[src/rtl/rsa_pkg.sv]
// Shared definitions for the RSA arithmetic stages.
// Holds the multiplier FSM state type and the default operand width.
package rsa_pkg;

    localparam int DEF_WIDTH = 8;

    typedef enum logic [1:0] {
        IDLE = 2'd0,
        RUN  = 2'd1,
        DONE = 2'd2
    } state_t;

endpackage

[src/rtl/rsa_mm_step.sv]
// One interleaved modular-multiplication iteration (purely combinational).
// Ports: p (WIDTH+2 accumulator), a, m (WIDTH), b_bit -> p_next (WIDTH+2).
module rsa_mm_step #(
    parameter int WIDTH = 8
) (
    input  logic [WIDTH+1:0] p,
    input  logic [WIDTH-1:0] a,
    input  logic [WIDTH-1:0] m,
    input  logic             b_bit,
    output logic [WIDTH+1:0] p_next
);

    logic [WIDTH+1:0] dbl;
    logic [WIDTH+1:0] sum;
    logic [WIDTH+1:0] sub1;
    logic [WIDTH+1:0] a_ext;
    logic [WIDTH+1:0] m_ext;

    assign a_ext = {2'b00, a};
    assign m_ext = {2'b00, m};

    always_comb begin
        // With p < m and a < m, 2p + a < 3m, so two subtractions suffice
        dbl    = {p[WIDTH:0], 1'b0};
        sum    = b_bit ? (dbl + a_ext) : dbl;
        sub1   = (sum >= m_ext) ? (sum - m_ext) : sum;
        p_next = (sub1 >= m_ext) ? (sub1 - m_ext) : sub1;
    end

endmodule

[src/rtl/rsa_mod_mult.sv]
// Sequential interleaved modular multiplier: result = (a * b) mod m.
// Ports: clk, rst_n, start, a, b, m in; busy, done, result out.
module rsa_mod_mult
    import rsa_pkg::*;
#(
    parameter int WIDTH = DEF_WIDTH
) (
    input  logic             clk,
    input  logic             rst_n,
    input  logic             start,
    input  logic [WIDTH-1:0] a,
    input  logic [WIDTH-1:0] b,
    input  logic [WIDTH-1:0] m,
    output logic             busy,
    output logic             done,
    output logic [WIDTH-1:0] result
);

    localparam int CW = $clog2(WIDTH);

    state_t           state_q;
    state_t           state_d;
    logic [WIDTH-1:0] a_q;
    logic [WIDTH-1:0] b_q;
    logic [WIDTH-1:0] m_q;
    logic [WIDTH+1:0] p_q;
    logic [WIDTH+1:0] p_next;
    logic [CW-1:0]    cnt_q;
    logic [WIDTH-1:0] result_q;
    logic             last;

    assign last = (cnt_q == '0);

    rsa_mm_step #(
        .WIDTH(WIDTH)
    ) u_step (
        .p      (p_q),
        .a      (a_q),
        .m      (m_q),
        .b_bit  (b_q[cnt_q]),
        .p_next (p_next)
    );

    always_ff @(posedge clk or negedge rst_n) begin
        if (!rst_n) begin
            state_q <= IDLE;
        end else begin
            state_q <= state_d;
        end
    end

    always_comb begin
        state_d = state_q;
        unique case (state_q)
            IDLE: if (start) state_d = RUN;
            RUN:  if (last) state_d = DONE;
            DONE: state_d = IDLE;
            default: state_d = IDLE;
        endcase
    end

    always_ff @(posedge clk or negedge rst_n) begin
        if (!rst_n) begin
            a_q      <= '0;
            b_q      <= '0;
            m_q      <= '0;
            p_q      <= '0;
            cnt_q    <= '0;
            result_q <= '0;
        end else begin
            unique case (state_q)
                IDLE: begin
                    if (start) begin
                        a_q   <= a;
                        b_q   <= b;
                        m_q   <= m;
                        p_q   <= '0;
                        cnt_q <= CW'(WIDTH - 1);
                    end
                end
                RUN: begin
                    p_q   <= p_next;
                    cnt_q <= cnt_q - 1'b1;
                    if (last) begin
                        // A zero modulus has no meaningful residue
                        result_q <= (m_q == '0) ? '0 : p_next[WIDTH-1:0];
                    end
                end
                default: ;
            endcase
        end
    end

    assign busy   = (state_q != IDLE);
    assign done   = (state_q == DONE);
    assign result = result_q;

endmodule

[config.mk]
export PLATFORM = sky130hd
export DESIGN_NAME = rsa_mod_mult
export DESIGN_NICKNAME = d
export VERILOG_FILES = /design/src/rtl/rsa_pkg.sv /design/src/rtl/rsa_mm_step.sv /design/src/rtl/rsa_mod_mult.sv
export SDC_FILE = /design/constraint.sdc
export NUM_CORES = 1
export LEC_CHECK = 0
export ABC_CLOCK_PERIOD_IN_PS = 15300
export CAP_MARGIN = 10
export CORE_MARGIN = 2
export CORE_UTILIZATION = 64
export DETAILED_ROUTE_END_ITERATION = 7
export DONT_BUFFER_PORTS = 1
export PLACE_DENSITY = 0.82
export SKIP_LAST_GASP = 1
export SLEW_MARGIN = 20
export SYNTH_ARGS = -nofsm -noshare
export SYNTH_HDL_FRONTEND = slang
export SYNTH_SLANG_ARGS = --single-unit
[constraint.sdc]
create_clock -name clk -period 15.3 [get_ports clk]
set_input_delay 3.06 -clock clk [delete_from_list [all_inputs] [get_ports clk]]
set_output_delay 3.06 -clock clk [all_outputs]
set_load 0.02 [all_outputs]
-- After elaboration in Yosys (flattened, before gate mapping)
Cells that the tools add are included.
- logic and storage cells: 40
- input bits: 27
- flip-flop bits (word level): 46
- output and inout bits: 10
- $lt $le $gt $ge: 3
- reductions and logical operators: 9
- multiplexer cells: 13
- $add $sub $neg: 4
- equal/unequal tests: 4
- operator list (operator ; count):
    $ge 10x8->1 ; 2
    $mux 10 ; 2
    $mux 9 ; 2
    $pmux 9 s2 ; 1
    $add 10x8->10 ; 1
    $sub 10x8->10 ; 1
    $sub 9x8->9 ; 1
    $logic_not 8->1 ; 1
    $mux 8 ; 1
    $reduce_and 2->1 ; 4
    $pmux 3 s2 ; 1
    $lt 3x4->1 const B ; 1
    $mux 2 ; 2
    $ne 2x2->1 const B ; 2
    $pmux 2 s2 ; 1
    $reduce_bool 2->1 ; 2
    $bmux 1 s3 ; 1
    $logic_not 3->1 ; 1
    $mux 3 ; 1
    $sub 3x1->3 const B ; 1
    $eq 2x1->1 const B ; 1
    $eq 2x2->1 const B ; 1
    $logic_not 2->1 ; 1
    $mux 1 ; 1

-- Depth between registers and ports, before layout
- depth after elaboration: 8
- mapped depth: 25
- depth with buffers taken out: 25

-- Modules after synthesis
A second synthesis with hierarchy kept.
- cells, all modules: 345
- area total of the unflattened synthesis: 3483.3 µm²
- modules (own cells, without submodules) (module ; times used ; cells each ; seq. area each (µm²) ; area each (µm²)):
    rsa_mod_mult ; 1 ; 150 ; 1176.1 ; 1944.4
    rsa_mm_step ; 1 ; 195 ; 0.0 ; 1539.0

-- Worst setup path before layout
No wires, ideal clock.
- path kind: register -> register
- start: register p_q[0]
- end: register p_q[1]
- path buffers: 0
- setup slack: 9.646 ns
- arrival time: 5.504 ns
- stages on the path, launching flop included: 24
- data required time: 15.150 ns
- cells stage by stage: dfrtp_1 ha_1 fa_1 a211oi_1 o21bai_1 a21oi_1 xor2_1 o21ai_0 ha_1 nand2_1 o21ai_0 nor2_1 o21a_1 nand4_1 mux2_2 ha_1 nor2b_1 o21ai_0 nand2b_1 a221oi_1 o21ai_0 a311oi_4 nand2b_1 o221ai_1
- longest elaborated chain between the ends: 7
- elaborated cells between the ends (all ways): 9
- classes of those cells: 3 x add/sub; 2 x order compare; 4 x mux
- RTL lines (what ; RTL line ; RTL):
    from (decl) ; rsa_mod_mult.sv:26 ; logic [WIDTH+1:0] p_q;
    from (signal assigned) ; rsa_mod_mult.sv:82 ; p_q <= p_next;
    $add 10x8->10 ; rsa_mm_step.sv:25 ; sum = b_bit ? (dbl + a_ext) : dbl;
    $mux 10 * ; rsa_mm_step.sv:25 ;
    $sub 10x8->10 / $ge 10x8->1 (equally long branches) ; rsa_mm_step.sv:26 ; sub1 = (sum >= m_ext) ? (sum - m_ext) : sum;
    $mux 10 * ; rsa_mm_step.sv:26 ;
    $sub 9x8->9 / $ge 10x8->1 (equally long branches) ; rsa_mm_step.sv:27 ; p_next = (sub1 >= m_ext) ? (sub1 - m_ext) : sub1;
    $mux 9 * ; rsa_mm_step.sv:27 ;
    $pmux 9 s2 * ; rsa_mod_mult.sv:71 ; unique case (state_q)
Every way passes the cells marked *; elsewhere a longest branch is shown, timed or not.
A chain may end at the register's enable or synchronous reset.

-- Worst setup path in the final report
- start: register cnt_q[0]
- end: register p_q[1]
- longest elaborated chain between the ends: 8
- elaborated cells between the ends (all ways): 10
- classes of those cells: 2 x add/sub; 2 x order compare; 6 x mux
- RTL lines (what ; RTL line ; RTL):
    from (decl) ; rsa_mod_mult.sv:28 ; logic [CW-1:0] cnt_q;
    from (signal assigned) ; rsa_mod_mult.sv:78 ; cnt_q <= CW'(WIDTH - 1);
    from (signal assigned) ; rsa_mod_mult.sv:83 ; cnt_q <= cnt_q - 1'b1;
    $bmux 1 s3 * ; rsa_mod_mult.sv:40 ; .b_bit (b_q[cnt_q]),
    $mux 1 (implied by the code) * ; rsa_mod_mult.sv:40 ;
    $mux 10 * ; rsa_mm_step.sv:25 ;
    $sub 10x8->10 / $ge 10x8->1 (equally long branches) ; rsa_mm_step.sv:26 ;
    $mux 10 * ; rsa_mm_step.sv:26 ;
    $sub 9x8->9 / $ge 10x8->1 (equally long branches) ; rsa_mm_step.sv:27 ;
    $mux 9 * ; rsa_mm_step.sv:27 ;
    $pmux 9 s2 * ; rsa_mod_mult.sv:71 ;
Every way passes the cells marked *; elsewhere a longest branch is shown, timed or not. The select of a mux whose other input is x is not followed.

==> summary.md <==
| Metric | Value |
|---|---|
| Run status | finished clean |
| Iteration-0 DRC Markers | 234 |
| RSZ-0062 raised after global routing | no |
| Sum Neg Setup Slack | 0 ns |
| DR vias | 2492 |
| Gr ovfl total | 0 |
| Fin crit share | 44.7% |
| Initial Util | 67.1% |
| Maximum number of pins on one net before global-route repair | 47 |
| Final net count | 382 |
| Post-synthesis sequential area ratio | 35.9% |
| Clk root buf | clkbuf_8 |
| Number of distinct library cells after synthesis | 49 |
| DRC | 0 |
| Antenna diodes | 0 |
| Seq cells post-synth | 46 |
| Hold WC Path Type | flop to flop |
| GRT Resource Usage Total | 26.9% |
| Vias in the first global route | 2319 |
| Post-CTS Resized | 0 |
| Vias per std cell | 6.31 |
| Worst-margin pin slew | 0.986 ns |
| CTS H-tree lvls | 2 |
| Syn. warnings | 0 |
| CTS tree | done |
| GPL Wtd Cong | 0.978 |
| Slew HR | 34.2% |
| Worst setup EP type | flop |
| Crit start category | flop |
| CTS clk-pin slew, worst paths | 0.09 ns |
| TritonRoute pass-1 iters | 4 |
| Max FO, Critical Path | 17 |
| Fmax achieved | 146 MHz |
| Ys async rst share | 100% |
| DP HPWL | 5510 um |
| Skew final | 0.0112 ns |
| Cell taking the most area after synthesis | dfrtp_1 |
| Number of synthesized flops with an enable pin | 0 |
| Post-synthesis average cell area | 9.84 sq um |
| Final number of hold-violating endpoints | 0 |
| Clk buf depth | 2 |
| Total setup buffers inserted after CTS | 0 |
| Min Tclk post-route | 6.84 ns |
| First-pass GRT wire length | 11200 um |
| Synth Cell Area | 3210 sq um |
| Crit-path slowest cell | a311oi_4 |
| Initial antenna violation count | 0 |
| Worst reg2reg path depth | 19 |
| Cells on Worst Hold Path | 1 |
| Core area | 4790 sq um |
| Max cap viols | 0 |
| Die ar. | 5600 sq um |
| Num rows | 25 |
| Worst-Skew Late Latency | 0.30 ns |
| Port Buffers | 0 |
| # setup viols final | 0 |
| Synth Flop Type | dfrtp_1 |
| Slew Limit Fails | 0 |
| Top-count cell post-synth | dfrtp_1 |
| Synthesized instance count | 326 |
| Syn Nets | 381 |
| Routed WL | 7220 um |
| Routed wire per std cell | 18.3 um |
| Cells along the critical path | mux4_1 > mux2i_4 > mux2_2 > ha_1 > nand2b_1 > a21oi_1 > a41oi_1 > o21a_1 > nand4_1 > o21ai_0 > fa_1 > nor2b_1 > o21ai_0 > nand2b_1 > a221oi_1 > o21ai_0 > a311oi_4 > nand2b_1 > o221ai_1 |
| Critical path data arrival time | 6.99 ns |
| Share of layout cells above drive strength 1 | 12.8% |
| WS Path Type | flop to flop |
| CP required | 15.45 ns |
| Number of buffers created by CTS | 5 |
| Clock Sink Count | 46 |
| ANT nets after route | 0 |
| Area fraction of the dominant cell type after synthesis | 35.9% |
| I/O pin total | 37 |
| Synth top cells by count | dfrtp_1 (46), nand2_1 (33), o21ai_0 (33) |
| Dominant cells by area after synthesis | dfrtp_1 (36%), ha_1 (9.7%), mux2_2 (8.1%), o21ai_0 (5.1%), nand2_1 (3.9%) |
| Area Growth Syn to Fin | 4.60% |
| Chip width | 74.8 um |
| DIE HEIGHT | 74.8 um |
| Hold_buf cts | 0 |
| Max stage delay on crit path | 0.65 ns |
## routing by layer
metal	share of wire, %	track usage (%)
met5	0	0
met2	47	41.9
met1	45	38.7
met4	2.2	10.1
met3	5.3	3.75
## stage by stage
step / std cells / cell area (sq um) / utilization (%) / setup WS [ns] / hold slack, ns
4_1_cts: 395 / 3360 / 70.1 / 8.51 / 0.520
6_report: 395 / 3360 / 70.1 / 8.46 / 0.520
2_1_floorplan: 326 / 3210 / - / 9.65 / 0.472
3_5_place_dp: 387 / 3270 / 68.3 / 8.56 / 0.499
3_3_place_gp: 387 / 3270 / 68.3 / 8.73 / 0.481
5_1_grt: 395 / 3360 / 70.1 / 7.89 / 0.531
## flip-flops by register name, summed over array words and instances, names as in the netlist
name and count:
a_q 8, b_q 8, cnt_q 3, m_q 8
p_q 9, result 8, state_q 2
## worst paths after layout
kind,from,to,slack [ns]
setup / recovery,cnt_q[0],p_q[1],8.46
max in group asynchronous,rst_n,b_q[4],12.76
hold / removal,b_q[0],b_q[0],0.52
setup reg to reg,cnt_q[0],p_q[1],8.46
min in group asynchronous,rst_n,p_q[7],2.44
hold reg to reg,b_q[0],b_q[0],0.52
## critical path, delay by kind of cell (launching register included)
kind,cells,cell delay (ns)
adders and majority gates,2,0.68
and+or+nand+nor,5,0.98
muxes,3,1.50
DFF,1,0.47
AOI/OAI and AO/OA,9,3.06
## cell type report
type                    count  area [sq um]
clock buffers               5          68.8
flip-flops and latches     46          1150
multi-input cells         256          1960
clock inverters             3          18.8
inverters                  17          63.8
repair buffers              1          7.51
fillers                   383          1430
well taps                  67          83.8
## cell families after synthesis
| logic type | count (synthesis) | synth area share (%) |
|---|---|---|
| AND/OR/NAND/NOR | 89 | 14.3 |
| flip-flops | 46 | 35.9 |
| XOR/XNOR | 15 | 4.09 |
| adder cells (fa/ha/maj) | 28 | 11.6 |
| AO/OA/AOI/OAI | 96 | 20.2 |
| multiplexers | 28 | 10.9 |
| buffers and inverters | 24 | 3.04 |
## placed cells by master (no fill, tap or decap), types with 2 or more instances in the layout
cell,count
a211oi_1,5
a21o_1,8
a21oi_1,13
a22oi_1,2
a32oi_1,10
and2_1,2
clkbuf_8,5
clkinv_2,2
dfrtp_1,46
fa_1,3
ha_1,25
inv_1,17
mux2_2,23
mux2i_1,2
nand2_1,33
nand2b_1,7
nand3b_1,2
nand4_1,4
nor2_1,14
nor2b_1,8
nor3_1,5
nor4_1,2
o211ai_1,4
o21a_1,3
o21ai_0,33
o21bai_1,2
o221ai_1,3
o31ai_1,5
or2_2,3
or3_1,2
xnor2_1,10
xor2_1,5
Power is not shown: default switching activity piles up to over one toggle a cycle in this logic, so the estimate is an artifact.
